--- config.mk ---
export PLATFORM = sky130hd
export DESIGN_NAME = icap_s6_cmd_seq
export DESIGN_NICKNAME = d
export VERILOG_FILES = /design/src/rtl/icap_s6_cmd_seq.sv
export SDC_FILE = /design/constraint.sdc
export NUM_CORES = 1
export LEC_CHECK = 0
export ABC_AREA = 1
export BUFFER_PORTS_ARGS = -buffer_cell sky130_fd_sc_hd__buf_2
export CORE_ASPECT_RATIO = 1.1
export CORE_MARGIN = 2
export CORE_UTILIZATION = 40
export DETAILED_ROUTE_END_ITERATION = 12
export GPL_TIMING_DRIVEN = 0
export HOLD_SLACK_MARGIN = 0.1
export PLACE_DENSITY = 0.71
export SLEW_MARGIN = 30
export SYNTH_ARGS = -nofsm -noshare
export SYNTH_HDL_FRONTEND = slang
export SYNTH_SLANG_ARGS = --single-unit
--- constraint.sdc ---
create_clock -name CLK -period 2.2 [get_ports CLK]
set_input_delay 0.44 -clock CLK [delete_from_list [all_inputs] [get_ports CLK]]
set_output_delay 0.44 -clock CLK [all_outputs]
set_load 0.02 [all_outputs]
--- src/rtl/icap_s6_cmd_seq.sv ---
// icap_s6_cmd_seq: turns single configuration-register read/write requests
// into the Spartan-6 ICAP 16-bit word stream (dummy, sync, NOOP, type-1
// header, data, desync). It drives CE/WRITE/I of the ICAP and captures O
// on reads.
//
// Optional build macro ICAP_BITSWAP_EN: when defined, every word on ICAP_I
// and every word captured from ICAP_O is bit-reversed within each byte.
//
// Handshake: a request transfers on a rising CLK edge where
// REQ_VALID && REQ_READY. Request fields are sampled only on that edge.
// RESP_VALID is a single-cycle pulse with no back-pressure.
// RESP_ERR and RESP_DATA are meaningful while RESP_VALID is high.
// RESP_DATA then holds until the next pulse.
//
// All outputs are registered from the current state. A state's word
// therefore appears on ICAP_I one edge after the state is entered.
module icap_s6_cmd_seq #(
  parameter int RD_TIMEOUT = 64
) (
  input  logic        CLK,
  input  logic        RST,
  input  logic        REQ_VALID,
  output logic        REQ_READY,
  input  logic        REQ_WRITE,
  input  logic [5:0]  REQ_ADDR,
  input  logic [15:0] REQ_WDATA,
  output logic        RESP_VALID,
  output logic        RESP_ERR,
  output logic [15:0] RESP_DATA,
  output logic        ICAP_CE,
  output logic        ICAP_WRITE,
  output logic [15:0] ICAP_I,
  input  logic [15:0] ICAP_O,
  input  logic        ICAP_BUSY,
  output logic [3:0]  DBG_STATE
);

  // The timeout counter counts 0..RD_TIMEOUT-1.
  localparam int TW = (RD_TIMEOUT < 2) ? 1 : $clog2(RD_TIMEOUT);
  localparam logic [TW-1:0] CNT_LAST = TW'(RD_TIMEOUT - 1);

  typedef enum logic [3:0] {
    S_IDLE,
    S_PRE,
    S_WDAT,
    S_RNOP,
    S_RCEOFF,
    S_RTURN,
    S_RWAIT,
    S_RBACK,
    S_DESYNC,
    S_DONE
  } state_t;

  // Map between logical word order and the ICAP pin order.
  function automatic logic [15:0] io_map(input logic [15:0] w);
`ifdef ICAP_BITSWAP_EN
    logic [15:0] r;
    for (int b = 0; b < 8; b++) begin
      r[b]     = w[7-b];
      r[8+b]   = w[15-b];
    end
    return r;
`else
    return w;
`endif
  endfunction

  state_t        state_q, state_d;
  logic [2:0]    idx_q, idx_d;
  logic [TW-1:0] cnt_q, cnt_d;
  logic          wr_q, wr_d;
  logic [5:0]    addr_q, addr_d;
  logic [15:0]   wdata_q, wdata_d;
  logic          err_q, err_d;
  logic [15:0]   rdata_q, rdata_d;
  logic          req_ready_q, req_ready_d;
  logic          resp_valid_q, resp_valid_d;
  logic          resp_err_q, resp_err_d;
  logic [15:0]   resp_data_q, resp_data_d;
  logic          ce_q, ce_d;
  logic          iwr_q, iwr_d;
  logic [15:0]   i_q, i_d;

  logic          accept;
  logic [15:0]   word;
  logic [15:0]   hdr;

  assign accept = (state_q == S_IDLE) && req_ready_q && REQ_VALID;
  assign hdr    = (wr_q ? 16'h3001 : 16'h2801) | {5'b0, addr_q, 5'b0};

  // Next-state, word selection and registered-output values.
  always_comb begin
    state_d      = state_q;
    idx_d        = idx_q;
    cnt_d        = cnt_q;
    wr_d         = wr_q;
    addr_d       = addr_q;
    wdata_d      = wdata_q;
    err_d        = err_q;
    rdata_d      = rdata_q;
    resp_valid_d = 1'b0;
    resp_err_d   = 1'b0;
    resp_data_d  = resp_data_q;
    ce_d         = 1'b1;
    iwr_d        = 1'b0;
    word         = 16'hFFFF;

    case (state_q)
      S_IDLE: begin
        if (accept) begin
          wr_d    = REQ_WRITE;
          addr_d  = REQ_ADDR;
          wdata_d = REQ_WDATA;
          err_d   = 1'b0;
          rdata_d = 16'h0000;
          idx_d   = 3'd0;
          state_d = S_PRE;
        end
      end
      S_PRE: begin
        ce_d = 1'b0;
        case (idx_q)
          3'd0:    word = 16'hFFFF;
          3'd1:    word = 16'hAA99;
          3'd2:    word = 16'h5566;
          3'd3:    word = 16'h2000;
          default: word = hdr;
        endcase
        if (idx_q == 3'd4) begin
          idx_d   = 3'd0;
          state_d = wr_q ? S_WDAT : S_RNOP;
        end else begin
          idx_d = idx_q + 3'd1;
        end
      end
      S_WDAT: begin
        ce_d = 1'b0;
        word = (idx_q == 3'd0) ? wdata_q : 16'h2000;
        if (idx_q == 3'd2) begin
          idx_d   = 3'd0;
          state_d = S_DESYNC;
        end else begin
          idx_d = idx_q + 3'd1;
        end
      end
      S_RNOP: begin
        ce_d = 1'b0;
        word = 16'h2000;
        if (idx_q == 3'd1) begin
          idx_d   = 3'd0;
          state_d = S_RCEOFF;
        end else begin
          idx_d = idx_q + 3'd1;
        end
      end
      S_RCEOFF: begin
        state_d = S_RTURN;
      end
      S_RTURN: begin
        iwr_d   = 1'b1;
        cnt_d   = '0;
        state_d = S_RWAIT;
      end
      S_RWAIT: begin
        ce_d  = 1'b0;
        iwr_d = 1'b1;
        if (!ICAP_BUSY) begin
          rdata_d = io_map(ICAP_O);
          idx_d   = 3'd0;
          state_d = S_RBACK;
        end else if (cnt_q == CNT_LAST) begin
          err_d   = 1'b1;
          rdata_d = 16'h0000;
          idx_d   = 3'd0;
          state_d = S_RBACK;
        end else begin
          cnt_d = cnt_q + TW'(1);
        end
      end
      S_RBACK: begin
        // WRITE drops back to 0 only after CE has been high for a cycle.
        iwr_d = (idx_q == 3'd0);
        if (idx_q == 3'd1) begin
          idx_d   = 3'd0;
          state_d = S_DESYNC;
        end else begin
          idx_d = idx_q + 3'd1;
        end
      end
      S_DESYNC: begin
        ce_d = 1'b0;
        case (idx_q)
          3'd0:    word = 16'h30A1;
          3'd1:    word = 16'h000D;
          default: word = 16'h2000;
        endcase
        if (idx_q == 3'd3) begin
          idx_d   = 3'd0;
          state_d = S_DONE;
        end else begin
          idx_d = idx_q + 3'd1;
        end
      end
      S_DONE: begin
        resp_valid_d = 1'b1;
        resp_err_d   = err_q;
        resp_data_d  = (wr_q || err_q) ? 16'h0000 : rdata_q;
        state_d      = S_IDLE;
      end
      default: begin
        state_d = S_IDLE;
      end
    endcase

    i_d         = io_map(word);
    req_ready_d = (state_q == S_IDLE) && !ICAP_BUSY && !accept;
  end

  // State and all registered outputs; reset forces the ICAP idle.
  always_ff @(posedge CLK) begin
    if (RST) begin
      state_q      <= S_IDLE;
      idx_q        <= 3'd0;
      cnt_q        <= '0;
      wr_q         <= 1'b0;
      addr_q       <= 6'd0;
      wdata_q      <= 16'h0000;
      err_q        <= 1'b0;
      rdata_q      <= 16'h0000;
      req_ready_q  <= 1'b0;
      resp_valid_q <= 1'b0;
      resp_err_q   <= 1'b0;
      resp_data_q  <= 16'h0000;
      ce_q         <= 1'b1;
      iwr_q        <= 1'b0;
      i_q          <= 16'hFFFF;
    end else begin
      state_q      <= state_d;
      idx_q        <= idx_d;
      cnt_q        <= cnt_d;
      wr_q         <= wr_d;
      addr_q       <= addr_d;
      wdata_q      <= wdata_d;
      err_q        <= err_d;
      rdata_q      <= rdata_d;
      req_ready_q  <= req_ready_d;
      resp_valid_q <= resp_valid_d;
      resp_err_q   <= resp_err_d;
      resp_data_q  <= resp_data_d;
      ce_q         <= ce_d;
      iwr_q        <= iwr_d;
      i_q          <= i_d;
    end
  end

  assign REQ_READY  = req_ready_q;
  assign RESP_VALID = resp_valid_q;
  assign RESP_ERR   = resp_err_q;
  assign RESP_DATA  = resp_data_q;
  assign ICAP_CE    = ce_q;
  assign ICAP_WRITE = iwr_q;
  assign ICAP_I     = i_q;
  assign DBG_STATE  = state_q;

endmodule

# Word level (Yosys, flattened, before mapping)
# Cells that the tools add are included.
# classes
n_mul	0
add_sub_neg	2
n_lt_le_gt_ge	0
n_eq_ne	24
n_reduce_logical	22
shifts	0
n_mux	38
bitwise	2
n_div	0
# ops
op	n
16-bit one-hot mux with 4 select lines	2
16-bit 2-to-1 mux	5
4-bit one-hot mux with 9 select lines	1
4-bit 2-to-1 mux	8
16-bit one-hot mux with 2 select lines	1
14-bit one-hot mux with 2 select lines	1
3-bit 2-to-1 mux	7
2-bit != test, second input constant	9
3-bit one-hot mux with 6 select lines	1
4-bit by 3-bit equality test with 1-bit output, second input constant	4
14-bit by 11-bit bitwise OR with 14-bit output	1
13-bit 2-to-1 mux	1
6-bit 2-to-1 mux	2
6-bit one-hot mux with 2 select lines	1
3-bit AND reduction	3
4-bit by 2-bit equality test with 1-bit output, second input constant	2
4-bit equality test, second input constant	2
7-bit AND reduction	1
6-bit by 1-bit adder with 6-bit output, second input constant	1
3-bit by 2-bit equality test with 1-bit output, second input constant	2
6-bit equality test, second input constant	1
1-bit 2-to-1 mux	6
6-bit nonzero test	1
2-bit OR reduction	3
other kinds (16)	22
# totals
mem_bits_rw	0
inputBits	43
latch_bits	0
romBits	0
n_memories	0
word_cells	103
output_inout_bits	41
reg_bits	90

# Longest topological paths before layout
# Gate-level depths: netlist of run 1.
# logic_depth
word_depth	5
mapped_depth	11
mapped_depth_nobuf	11

# Least setup slack after synthesis of run 1
# No wires, ideal clock.
# synth_path
path_kind	reg-to-reg
start	reg state_q[3] (netlist: DBG_STATE[3])
end	reg i_q[11] (netlist: ICAP_I[11])
required_ps	2063
stages_incl_launch_ff	8
synth_period_minus_slack_ps	1511
path_slack_ps	689
t_arrival_ps	1374
cell_sequence	dfxtp_1 inv_1 nor2_2 nand2_2 o21ai_2 nand2_2 nor2_2 o221ai_1
# synth_between
elab_chain_len	2
word_cells_on_any_way	5
cone_classes	eq/ne (4); mux (1)
# synth_rtl
item	line	rtl
start, declared	69	state_t state_q, state_d;
start signal, assigned	239	state_q <= state_d;
4-bit equality test, or another cell as far along	109	case (state_q)
16-bit one-hot mux with 4 select lines *	109	
end signal, assigned	253	i_q <= i_d;
end, declared	83	logic [15:0] i_q, i_d;
# Every way passes the cells marked *; elsewhere a longest branch is shown, timed or not.
# A chain may end at the register's enable or synchronous reset.

# Worst setup path after layout of run 1
# layout_path
start	reg state_q[0] (netlist: DBG_STATE[0])
end	reg addr_q[2]
# layout_between
elab_chain_len	4
# layout_rtl
item	line	rtl
4-bit logical NOT *	89, 109	
1-bit logical AND (2 in a row)	89	assign accept = (state_q == S_IDLE) && req_ready_q && REQ_VALID;
2-bit AND reduction (no line) *	--	
end signal, assigned	243	addr_q <= addr_d;
end, declared	73	logic [5:0] addr_q, addr_d;
# Marked as above.

==> results.sh, run 1 <==
export IMPL_crit_family="simple AND/OR/NAND/NOR gates"
export IMPL_rr_startpoint="DBG_STATE[0]"
export IMPL_setup_viol=0
export IMPL_crit_start="DBG_STATE[0]"
export IMPL_grt_pass1_vias=3368
export IMPL_max_freq_mhz=572.4
export IMPL_cts_inserted_buffers=9
export IMPL_drt_wl_total_mm=9.421
export IMPL_fin_crit_ps=1747
export IMPL_power_leakage_nw=1.947
export IMPL_combPwrFrac_pct=32.0
export IMPL_yosysTopAreaCell="dfxtp_1"
export IMPL_wl_per_cell_um=13.36
export IMPL_grt_max_degree=19
export IMPL_r2r_end="addr_q[2]"
export IMPL_rsz0062_at_grt="no"
export IMPL_p_int_w=0.002886
export IMPL_core_area_mm2=0.009213
export IMPL_crit_top_cell="buf_2"
export IMPL_cp_buffers_inverters=2
export IMPL_switching_power_w=0.001790
export IMPL_cts_resized_gates=0
export IMPL_pwr_share_clk_pct=25.7
export IMPL_start_util_pct=40.64
export IMPL_ys_ff_latch=90
export IMPL_drive_above_1_share_pct=23.47
export IMPL_crit_fanout=10
export IMPL_overflow=0
export IMPL_cp_num_cells=6
export IMPL_route_vias_total=3538
export IMPL_synth_area_mm2=0.003744
export IMPL_slowest_stage="dfxtp_1"
export IMPL_cp_endpoint="addr_q[2]"
export IMPL_ir_worst_vdd_mv=0.4568
export IMPL_final_max_slew_viol_count=0
export IMPL_ys_warn_count=0
export IMPL_crit_type="reg2reg"
export IMPL_ant_nets=0
export IMPL_drt_iter0_markers=250
export IMPL_num_rows=37
export IMPL_clk_pin_slew_ps=100
export IMPL_syn_inst=489
export IMPL_clockRootBuffer="clkbuf_8"
export IMPL_slew_headroom_pct=63.84
export IMPL_tightestPinTransition_ps=542.4
export IMPL_cts_setup_buffers=0
export IMPL_syn2layout_area_growth_pct=20.69
export IMPL_grt_usage_pct=19.23
export IMPL_switching_share_pct=38.29
export IMPL_synth_edf_count=0
export IMPL_fin_nets=633
export IMPL_ff2ff_setup_slack_ps=450
export IMPL_yosysSeqAreaShare_pct=48.13
export IMPL_r2r_cells=6
export IMPL_grt_use_met1_pct=24.04
export IMPL_layoutNonFillerInstCount=705
export IMPL_diodes=0
export IMPL_worstPathCellList="nor2_2 > nand4_1 > buf_2 > buf_2 > o21ai_1 > a21oi_1"
export IMPL_synth_area_leaders="dfxtp_1 (48%), nand2_1 (9.8%), a21oi_1 (7.1%)"
export IMPL_grt_pass1_wl_mm=15.46
export IMPL_syn_avg_cell_area_um2=7.656
export IMPL_dp_hpwl_mm=7.152
export IMPL_portBuffers=83
export IMPL_fin_worst_skew_ps=13.84
export IMPL_die_area_mm2=0.01015
export IMPL_critPathMaxStageDelay_ps=410
export IMPL_busiest_layer="met2"
export IMPL_grtUsageMet3_pct=4.146
export IMPL_cp_end_kind="flip-flop"
export IMPL_period_share_pct=79.41
export IMPL_ctsLongestPathBuffers=2
export IMPL_holdBufCountCts=0
export IMPL_cp_arrival_ps=2000
export IMPL_drtPass1Iterations=5
export IMPL_finalHoldViolCount=0
export IMPL_die_x_um=96.24
export IMPL_p_seq_share_pct=42.2
export IMPL_vias_per_cell=5.018
export IMPL_use_met2_pct=32.69
export IMPL_post_route_drc_count=0
export IMPL_start_kind="flip-flop"
export IMPL_antenna_found_initial=0
export IMPL_powerDensity_mw_per_mm2=1035
export IMPL_min_path_type="in2reg"
export IMPL_ys_async_sr_fraction_pct=0
export IMPL_dieHeight_um=105.5
export IMPL_clkSinkCount=90
export IMPL_num_io_pins=84
export IMPL_fin_tns_setup_ps=0
export IMPL_ys_types=34
export IMPL_htree_levels=3
export IMPL_insertion_delay_ps=370
export IMPL_yosys_area_top_type_share_pct=48.13
export IMPL_placed_cells=689
export IMPL_synthFlopType="dfxtp_1"
export IMPL_place_gp_congestion=0.9016
export IMPL_drv_cap=0
export IMPL_synthesis_nets=539
export IMPL_status="complete, no violations"
export IMPL_cts_tree="built"
export IMPL_required_ps=2450
flip-flops by register name, indices dropped and copies added (netlist names):
| signal | count |
|---|---|
| wr_q | 1 |
| REQ_READY | 1 |
| ICAP_WRITE | 1 |
| RESP_ERR | 1 |
| ICAP_CE | 1 |
| RESP_VALID | 1 |
| cnt_q | 6 |
| ICAP_I | 16 |
| addr_q | 6 |
| err_q | 1 |
| rdata_q | 16 |
| RESP_DATA | 16 |
| idx_q | 3 |
| wdata_q | 16 |
| DBG_STATE | 4 |
cell usage in the layout (no fill, tap or decap):
| cell type | synthesis | final |
|---|---|---|
| nand2_1 | 98 | 98 |
| dfxtp_1 | 90 | 90 |
| buf_2 | 6 | 89 |
| a21oi_1 | 53 | 53 |
| nand3_1 | 52 | 52 |
| inv_1 | 46 | 46 |
| nor2_1 | 31 | 31 |
| o21ai_1 | 23 | 23 |
| o21ai_0 | 19 | 19 |
| clkbuf_8 | 0 | 9 |
| clkbuf_1 | 8 | 8 |
| inv_2 | 8 | 8 |
| nand2_2 | 7 | 7 |
| o211ai_1 | 7 | 7 |
| ha_1 | 7 | 7 |
| nor2_2 | 5 | 5 |
| nor2_4 | 4 | 4 |
| nor3_1 | 3 | 3 |
| inv_8 | 0 | 3 |
| nand4_1 | 2 | 2 |
| buf_1 | 2 | 2 |
| buf_6 | 2 | 2 |
| or2_2 | 2 | 2 |
| o221ai_1 | 2 | 2 |
| inv_6 | 0 | 2 |
| clkinv_1 | 1 | 1 |
| nor2_8 | 1 | 1 |
| nand3_2 | 1 | 1 |
| buf_4 | 1 | 1 |
| o21ai_2 | 1 | 1 |
| a21oi_4 | 1 | 1 |
| xor2_1 | 1 | 1 |
| o21bai_1 | 1 | 1 |
| a31oi_1 | 1 | 1 |
| a21boi_0 | 1 | 1 |
| nor3b_1 | 1 | 1 |
| a22oi_1 | 1 | 1 |
| bufinv_16 | 0 | 1 |
| clkinvlp_4 | 0 | 1 |
worst min-delay path by stage:
stage | from | endpoint | cells past startpoint
finish | ICAP_O[9] | rdata_q[9] | 3
global route | ICAP_O[1] | rdata_q[1] | 3
CTS | ICAP_O[9] | rdata_q[9] | 3
detailed placement | addr_q[5] | addr_q[5] | 2
global placement | addr_q[5] | addr_q[5] | 2
floorplan | addr_q[0] | addr_q[0] | 2
routing by layer:
metal / routed length (um) / vias up
met5: 0 / -
met1: 4085 / 1625
met4: 134 / 0
li1: - / 1782
met3: 598 / 14
met2: 4603 / 117
per-stage QoR:
step	cell area (um^2)	total power (W)	hold WS (ps)	util (%)	setup WS, ps
floorplan	3744	0.003057	421.0	-	688.6
global placement	4305	0.003470	429.9	46.73	474.3
detailed placement	4305	0.003507	439.4	46.73	461.0
CTS	4518	0.004705	296.1	49.04	449.1
global route	4518	0.004971	295.1	49.04	305.7
finish	4518	0.004677	308.8	49.04	453.0
area by class of cell:
class	count	area (um^2)
flip-flops and latches	90	1802
inverters	55	206.4
clock inverters	7	88.84
clock buffers	9	123.9
fillers	902	4695
repair buffers	83	415.4
plain buffers	19	97.59
well taps	117	146.4
multi-input cells	325	1638
cells in the mapped netlist (2+ instances only):
library cell	count
a21oi_1	53
buf_1	2
buf_2	6
buf_6	2
clkbuf_1	8
dfxtp_1	90
ha_1	7
inv_1	46
inv_2	8
nand2_1	98
nand2_2	7
nand3_1	52
nand4_1	2
nor2_1	31
nor2_2	5
nor2_4	4
nor3_1	3
o211ai_1	7
o21ai_0	19
o21ai_1	23
o221ai_1	2
or2_2	2
cells by family after synthesis:
group	Yosys count	synth area share [%]
AO/OA/AOI/OAI	110	16.01
XOR/XNOR	1	0.2340
adder cells (fa/ha/maj)	7	2.339
buffers and inverters	74	8.122
flip-flops	90	48.13
AND/OR/NAND/NOR	207	25.17
tightest hold or removal path, delay by kind of cell:
| kind | cells | cell delay (ps) |
|---|---|---|
| AO/OA/AOI/OAI | 1 | 50 |
| buffers and inverters | 1 | 90 |
| AND/OR/NAND/NOR | 1 | 50 |
power by group through the flow:
stage               Combinational [W]  Sequential [W]  Clock (W)
floorplan                    0.000881         0.00218          0
global placement              0.00146         0.00201          0
detailed placement            0.00149         0.00202          0
CTS                           0.00150         0.00198    0.00123
global route                  0.00166         0.00200    0.00131
finish                        0.00150         0.00198    0.00120
Note: power is estimated with default switching activity, not from simulation.
==> run 2: changes to the inputs <==
==> constraint.sdc (replaced) <==
create_clock -name CLK -period 1.65 [get_ports CLK]
set_input_delay 0.33 -clock CLK [delete_from_list [all_inputs] [get_ports CLK]]
set_output_delay 0.33 -clock CLK [all_outputs]
set_load 0.02 [all_outputs]
==> run 2 against run 1 <==
Compared with the run above: cell count rose by 0.85%; first-iteration DRC count fell by 25%; non-clock buffer count rose by 6; critical endpoint is now ICAP_I[0]; sequential power rose by 34%.
==> results.sh, run 2 (synthesis results as in run 1) <==
export IMPL_status="complete, no violations"
export IMPL_num_rows=37
export IMPL_clk_pin_slew_ps=100
export IMPL_pwr_share_clk_pct=25.0
export IMPL_setup_slack_ps=89.94
export IMPL_die_area_mm2=0.01015
export IMPL_grt_pass1_wl_mm=15.50
export IMPL_cp_end_kind="flip-flop"
export IMPL_wl_per_cell_um=13.71
export IMPL_cp_arrival_ps=1840
export IMPL_powerDensity_mw_per_mm2=1389
export IMPL_num_io_pins=84
export IMPL_fin_nets=639
export IMPL_top_layer="met4"
export IMPL_grt_max_degree=19
export IMPL_switching_share_pct=38.52
export IMPL_dp_hpwl_mm=7.152
export IMPL_fin_crit_ps=1560
export IMPL_p_int_w=0.003956
export IMPL_ctsLongestPathBuffers=2
export IMPL_place_gp_congestion=0.9016
export IMPL_start_util_pct=40.64
export IMPL_drive_above_1_share_pct=26.94
export IMPL_antenna_found_initial=0
export IMPL_finalHoldViolCount=0
export IMPL_drt_wl_total_mm=9.747
export IMPL_crit_fanout=6
export IMPL_period_share_pct=94.55
export IMPL_final_max_slew_viol_count=0
export IMPL_syn2layout_area_growth_pct=23.73
export IMPL_route_vias_total=3577
export IMPL_rr_startpoint="DBG_STATE[3]"
export IMPL_crit_type="reg2reg"
export IMPL_wl_met1_mm=4.198
export IMPL_setup_viol=0
export IMPL_power_leakage_nw=1.988
export IMPL_ant_nets=0
export IMPL_tightestPinTransition_ps=543.8
export IMPL_insertion_delay_ps=370
export IMPL_drv_cap=0
export IMPL_grt_usage_pct=19.29
export IMPL_min_path_type="in2reg"
export IMPL_ir_worst_vdd_mv=0.6116
export IMPL_grt_pass1_vias=3357
export IMPL_dpl_instance_area_mm2=0.004305
export IMPL_dieHeight_um=105.5
export IMPL_cp_endpoint="ICAP_I[0]"
export IMPL_drt_iter0_markers=187
export IMPL_fin_worst_skew_ps=11.06
export IMPL_core_area_mm2=0.009213
export IMPL_r2r_end="ICAP_I[0]"
export IMPL_die_x_um=96.24
export IMPL_final_area_mm2=0.004632
export IMPL_start_kind="flip-flop"
export IMPL_p_seq_share_pct=41.3
export IMPL_htree_levels=3
export IMPL_detailedPlace_worstSlack_ps=-88.98
export IMPL_ff2ff_setup_slack_ps=90
export IMPL_post_route_drc_count=0
export IMPL_overflow=0
export IMPL_r2r_cells=7
export IMPL_drtPass1Iterations=5
export IMPL_wl_met3_um=647
export IMPL_crit_start="DBG_STATE[3]"
export IMPL_slew_headroom_pct=63.75
export IMPL_final_cell_mix="nand2_1 (97), buf_2 (86), dfxtp_1 (82)"
export IMPL_layout_cells_most_common="nand2_1"
export IMPL_portBuffers=83
export IMPL_cts_tree="built"
export IMPL_required_ps=1930
export IMPL_combPwrFrac_pct=33.6
export IMPL_diodes=0
export IMPL_holdBufCountCts=0
export IMPL_fin_tns_setup_ps=0
export IMPL_cts_inserted_buffers=9
export IMPL_clockRootBuffer="clkbuf_8"
export IMPL_dr_wl_met2_mm=4.726
export IMPL_max_freq_mhz=641.0
export IMPL_switching_power_w=0.002479
export IMPL_clkSinkCount=90
export IMPL_vias_per_cell=5.031
[run 2: area by class of cell]
class / count / area [um^2]
Tap cell: 117 / 146.4
Inverter: 55 / 206.4
Clock buffer: 9 / 123.9
Multi-Input combinational cell: 325 / 1683
Fill cell: 887 / 4581
Buffer: 19 / 108.9
Timing Repair Buffer: 89 / 460.4
Clock inverter: 7 / 88.84
Sequential cell: 90 / 1814
[run 2: power by group through the flow]
| stage | combinational, W | sequential (W) | clock, W |
|---|---|---|---|
| floorplan | 0.00117 | 0.00290 | 0 |
| global placement | 0.00195 | 0.00268 | 0 |
| detailed placement | 0.00199 | 0.00269 | 0 |
| CTS | 0.00205 | 0.00265 | 0.00164 |
| global route | 0.00237 | 0.00270 | 0.00175 |
| finish | 0.00216 | 0.00266 | 0.00161 |
[run 2: layer usage]
layer  GRT usage [%]  up-vias
met5               0        -
met4           5.306        0
met3           4.146       18
li1                -     1797
met2           32.84      140
met1           24.27     1622
[run 2: worst max-delay path: stages, from the launching register on]
cell,delay [ps]
dfxtp_2,370
nor2_4,170
inv_2,70
nor2_2,230
inv_1,130
nor2_1,280
nor2_4,110
o211ai_1,120
[run 2: metrics by stage]
stage / hold WS [ps] / utilization, % / power (W) / std cells
global placement: 429.9 / 46.73 / 0.004627 / 689
finish: 199.6 / 50.28 / 0.006435 / 711
detailed placement: 439.4 / 46.73 / 0.004676 / 689
CTS: 186.1 / 49.41 / 0.006332 / 706
floorplan: 409.3 / - / 0.004076 / 489
global route: 185.0 / 50.28 / 0.006817 / 711
[run 2: repair_timing]
| action | in CTS | in global routing |
|---|---|---|
| setup buffers | 1 | 5 |
| pin swaps | 1 | 3 |
| resized for setup | 8 | 17 |
| setup endpoints to repair | 18 | 58 |
[run 2: worst min-delay path by stage]
stage / from / end / depth (start not counted)
after global routing: ICAP_O[1] / rdata_q[1] / 3
after floorplan: ICAP_BUSY / REQ_READY / 1
final: ICAP_O[9] / rdata_q[9] / 3
after detailed placement: addr_q[5] / addr_q[5] / 2
after CTS: ICAP_O[9] / rdata_q[9] / 3
after global placement: addr_q[5] / addr_q[5] / 2
==> run 3: changes to the inputs <==
--- a/config.mk
+++ b/config.mk
@@ -6,14 +6,14 @@
 export NUM_CORES = 1
 export LEC_CHECK = 0
 export ABC_AREA = 1
-export BUFFER_PORTS_ARGS = -buffer_cell sky130_fd_sc_hd__buf_2
+export BUFFER_PORTS_ARGS = -buffer_cell sky130_fd_sc_hd__clkbuf_2
 export CORE_ASPECT_RATIO = 1.1
 export CORE_MARGIN = 2
 export CORE_UTILIZATION = 40
 export DETAILED_ROUTE_END_ITERATION = 12
 export GPL_TIMING_DRIVEN = 0
 export HOLD_SLACK_MARGIN = 0.1
-export PLACE_DENSITY = 0.71
+export PLACE_DENSITY_LB_ADDON = 0.08
 export SLEW_MARGIN = 30
 export SYNTH_ARGS = -nofsm -noshare
 export SYNTH_HDL_FRONTEND = slang
==> run 3 against run 2 <==
Compared with the run above: register-to-register slack about the same; utilization increased by 0.26 points; combinational power about the same; critical path type unchanged; count of clock-buffer cells in the layout increased by 1; global-route usage increased by 0.59 points; first-iteration DRC count decreased by 30%; critical endpoint is now ICAP_I[9]; critical path depth unchanged.
==> results.sh, run 3 (synthesis results as in run 1) <==
export IMPL_status="complete, no violations"
export IMPL_grt_max_degree=17
export IMPL_slowest_stage="dfxtp_4"
export IMPL_ir_worst_vdd_mv=0.5003
export IMPL_power_leakage_nw=2.011
export IMPL_min_path_type="in2reg"
export IMPL_hold_start="ICAP_O[8]"
export IMPL_grt_pass1_vias=3314
export IMPL_core_area_mm2=0.009213
export IMPL_crit_fanout=7
export IMPL_num_io_pins=84
export IMPL_layout_cells_most_common="nand2_1"
export IMPL_required_ps=1870
export IMPL_cp_end_kind="flip-flop"
export IMPL_dpl_instance_area_mm2=0.004305
export IMPL_vias_per_cell=4.899
export IMPL_final_max_slew_viol_count=0
export IMPL_die_x_um=96.24
export IMPL_drive_above_1_share_pct=27.47
export IMPL_clkSinkCount=90
export IMPL_rsz0062_at_grt="yes"
export IMPL_drtPass1Iterations=5
export IMPL_fin_crit_ps=1566
export IMPL_overflow=0
export IMPL_wl_per_cell_um=13.57
export IMPL_portBuffers=83
export IMPL_grt_pass1_wl_mm=15.72
export IMPL_num_rows=37
export IMPL_cts_inserted_buffers=9
export IMPL_insertion_delay_ps=360
export IMPL_diodes=0
export IMPL_dp_hpwl_mm=7.233
export IMPL_slew_headroom_pct=59.85
export IMPL_drt_wl_total_mm=9.689
export IMPL_post_route_drc_count=0
export IMPL_route_vias_total=3498
export IMPL_finalHoldViolCount=0
export IMPL_fin_worst_skew_ps=10.61
export IMPL_cts_tree="built"
export IMPL_place_gp_congestion=0.9045
export IMPL_syn2layout_area_growth_pct=24.37
export IMPL_drv_cap=0
export IMPL_critPathMaxStageDelay_ps=400
export IMPL_ant_nets=0
export IMPL_crit_type="reg2reg"
export IMPL_r2r_cells=7
export IMPL_htree_levels=3
export IMPL_start_kind="flip-flop"
export IMPL_n_fill_cell=974
export IMPL_r2r_end="ICAP_I[9]"
export IMPL_hold_depth=3
export IMPL_fin_nets=642
export IMPL_ff2ff_setup_slack_ps=80
export IMPL_antenna_found_initial=0
export IMPL_final_area_mm2=0.004656
export IMPL_multiInputGateArea_mm2=0.001689
export IMPL_hold_slack_ps=195.1
export IMPL_ctsLongestPathBuffers=2
export IMPL_setup_viol=0
export IMPL_seq_area_mm2=0.001819
export IMPL_hold_end="rdata_q[8]"
export IMPL_powerDensity_mw_per_mm2=1364
export IMPL_period_share_pct=94.91
export IMPL_layoutNonFillerInstCount=714
export IMPL_placed_cells=689
export IMPL_die_area_mm2=0.01015
export IMPL_grt_usage_pct=19.88
export IMPL_cp_arrival_ps=1790
export IMPL_max_freq_mhz=638.6
export IMPL_rr_startpoint="DBG_STATE[3]"
export IMPL_clockRootBuffer="clkbuf_8"
export IMPL_clk_pin_slew_ps=100
export IMPL_tightestPinTransition_ps=602.3
export IMPL_worstPathCellList="inv_1 > nor2_4 > nand2_2 > o21ai_2 > nand2_2 > nor2_4 > o221ai_1"
export IMPL_drt_iter0_markers=130
export IMPL_final_cell_mix="nand2_1 (97), clkbuf_2 (84), dfxtp_1 (82)"
export IMPL_dieHeight_um=105.5
export IMPL_start_util_pct=40.64
==> run 3: changes by cell type in the layout (fill, tap and decap cells not counted), moves of 2 or more <==
cell,change
dfxtp_4,+2
dfxtp_2,-2
buf_2,-82
clkbuf_2,+84
inv_8,-3
clkinv_4,+2
buf_4,+2
==> run 3: power breakdown <==
part,internal (W),switching [W]
registers,0.00249,0.000182
clock network,0.000717,0.000809
logic,0.000723,0.00143
total,0.00393,0.00242
==> run 3: per-layer routing <==
layer,track usage [%],vias to the layer above,share of wire [%]
li1,-,1809,-
met1,25.39,1579,43
met2,33.18,96,50
met3,3.288,14,5.5
met4,7.347,0,1.9
met5,0,-,0
==> run 3: worst max-delay path by stage <==
stage / from / end / slack [ps] / cells after the start
after global placement: DBG_STATE[3] / ICAP_I[1] / -100 / 7
after floorplan: DBG_STATE[3] / ICAP_I[11] / 140 / 7
after CTS: idx_q[0] / ICAP_I[10] / 10 / 7
final: DBG_STATE[3] / ICAP_I[9] / 80 / 7
after global routing: idx_q[0] / DBG_STATE[1] / -20 / 10
after detailed placement: DBG_STATE[3] / ICAP_I[1] / -130 / 7
==> run 3: through the flow <==
step / TNS [ps] / util (%) / setup slack (ps) / power (W)
finish: 0 / 50.54 / 84.05 / 0.006349
global route: -19.22 / 50.54 / -19.22 / 0.006761
CTS: 0 / 49.35 / 12.19 / 0.006297
detailed placement: -891.7 / 46.73 / -131.5 / 0.004697
global placement: -819.9 / 46.73 / -99.65 / 0.004671
floorplan: 0 / - / 138.6 / 0.004076
==> run 3: critical path: cells and delay by family, from the launching register on <==
family | cells | cell delay, ps
flip-flops | 1 | 400
AND/OR/NAND/NOR | 4 | 660
buffers and inverters | 1 | 90
AO/OA/AOI/OAI | 2 | 270
==> run 3: what timing repair did <==
action | CTS | global route
gates cloned | 0 | 0
setup buffers | 2 | 7
endpoints found under the setup margin | 32 | 51
hold buffers | 0 | 0
pin swaps | 1 | 4
gates resized for setup | 10 | 22
==> run 3: final cells by class <==
| cell class | count | area share (%) |
|---|---|---|
| timing repair buffer | 92 | 10.37 |
| multi-input combinational | 325 | 36.28 |
| clock buffer | 10 | 2.741 |
| tap | 117 | 3.144 |
| clock inverter | 6 | 1.559 |
| inverter | 55 | 4.434 |
| sequential | 90 | 39.08 |
| buffer | 19 | 2.392 |
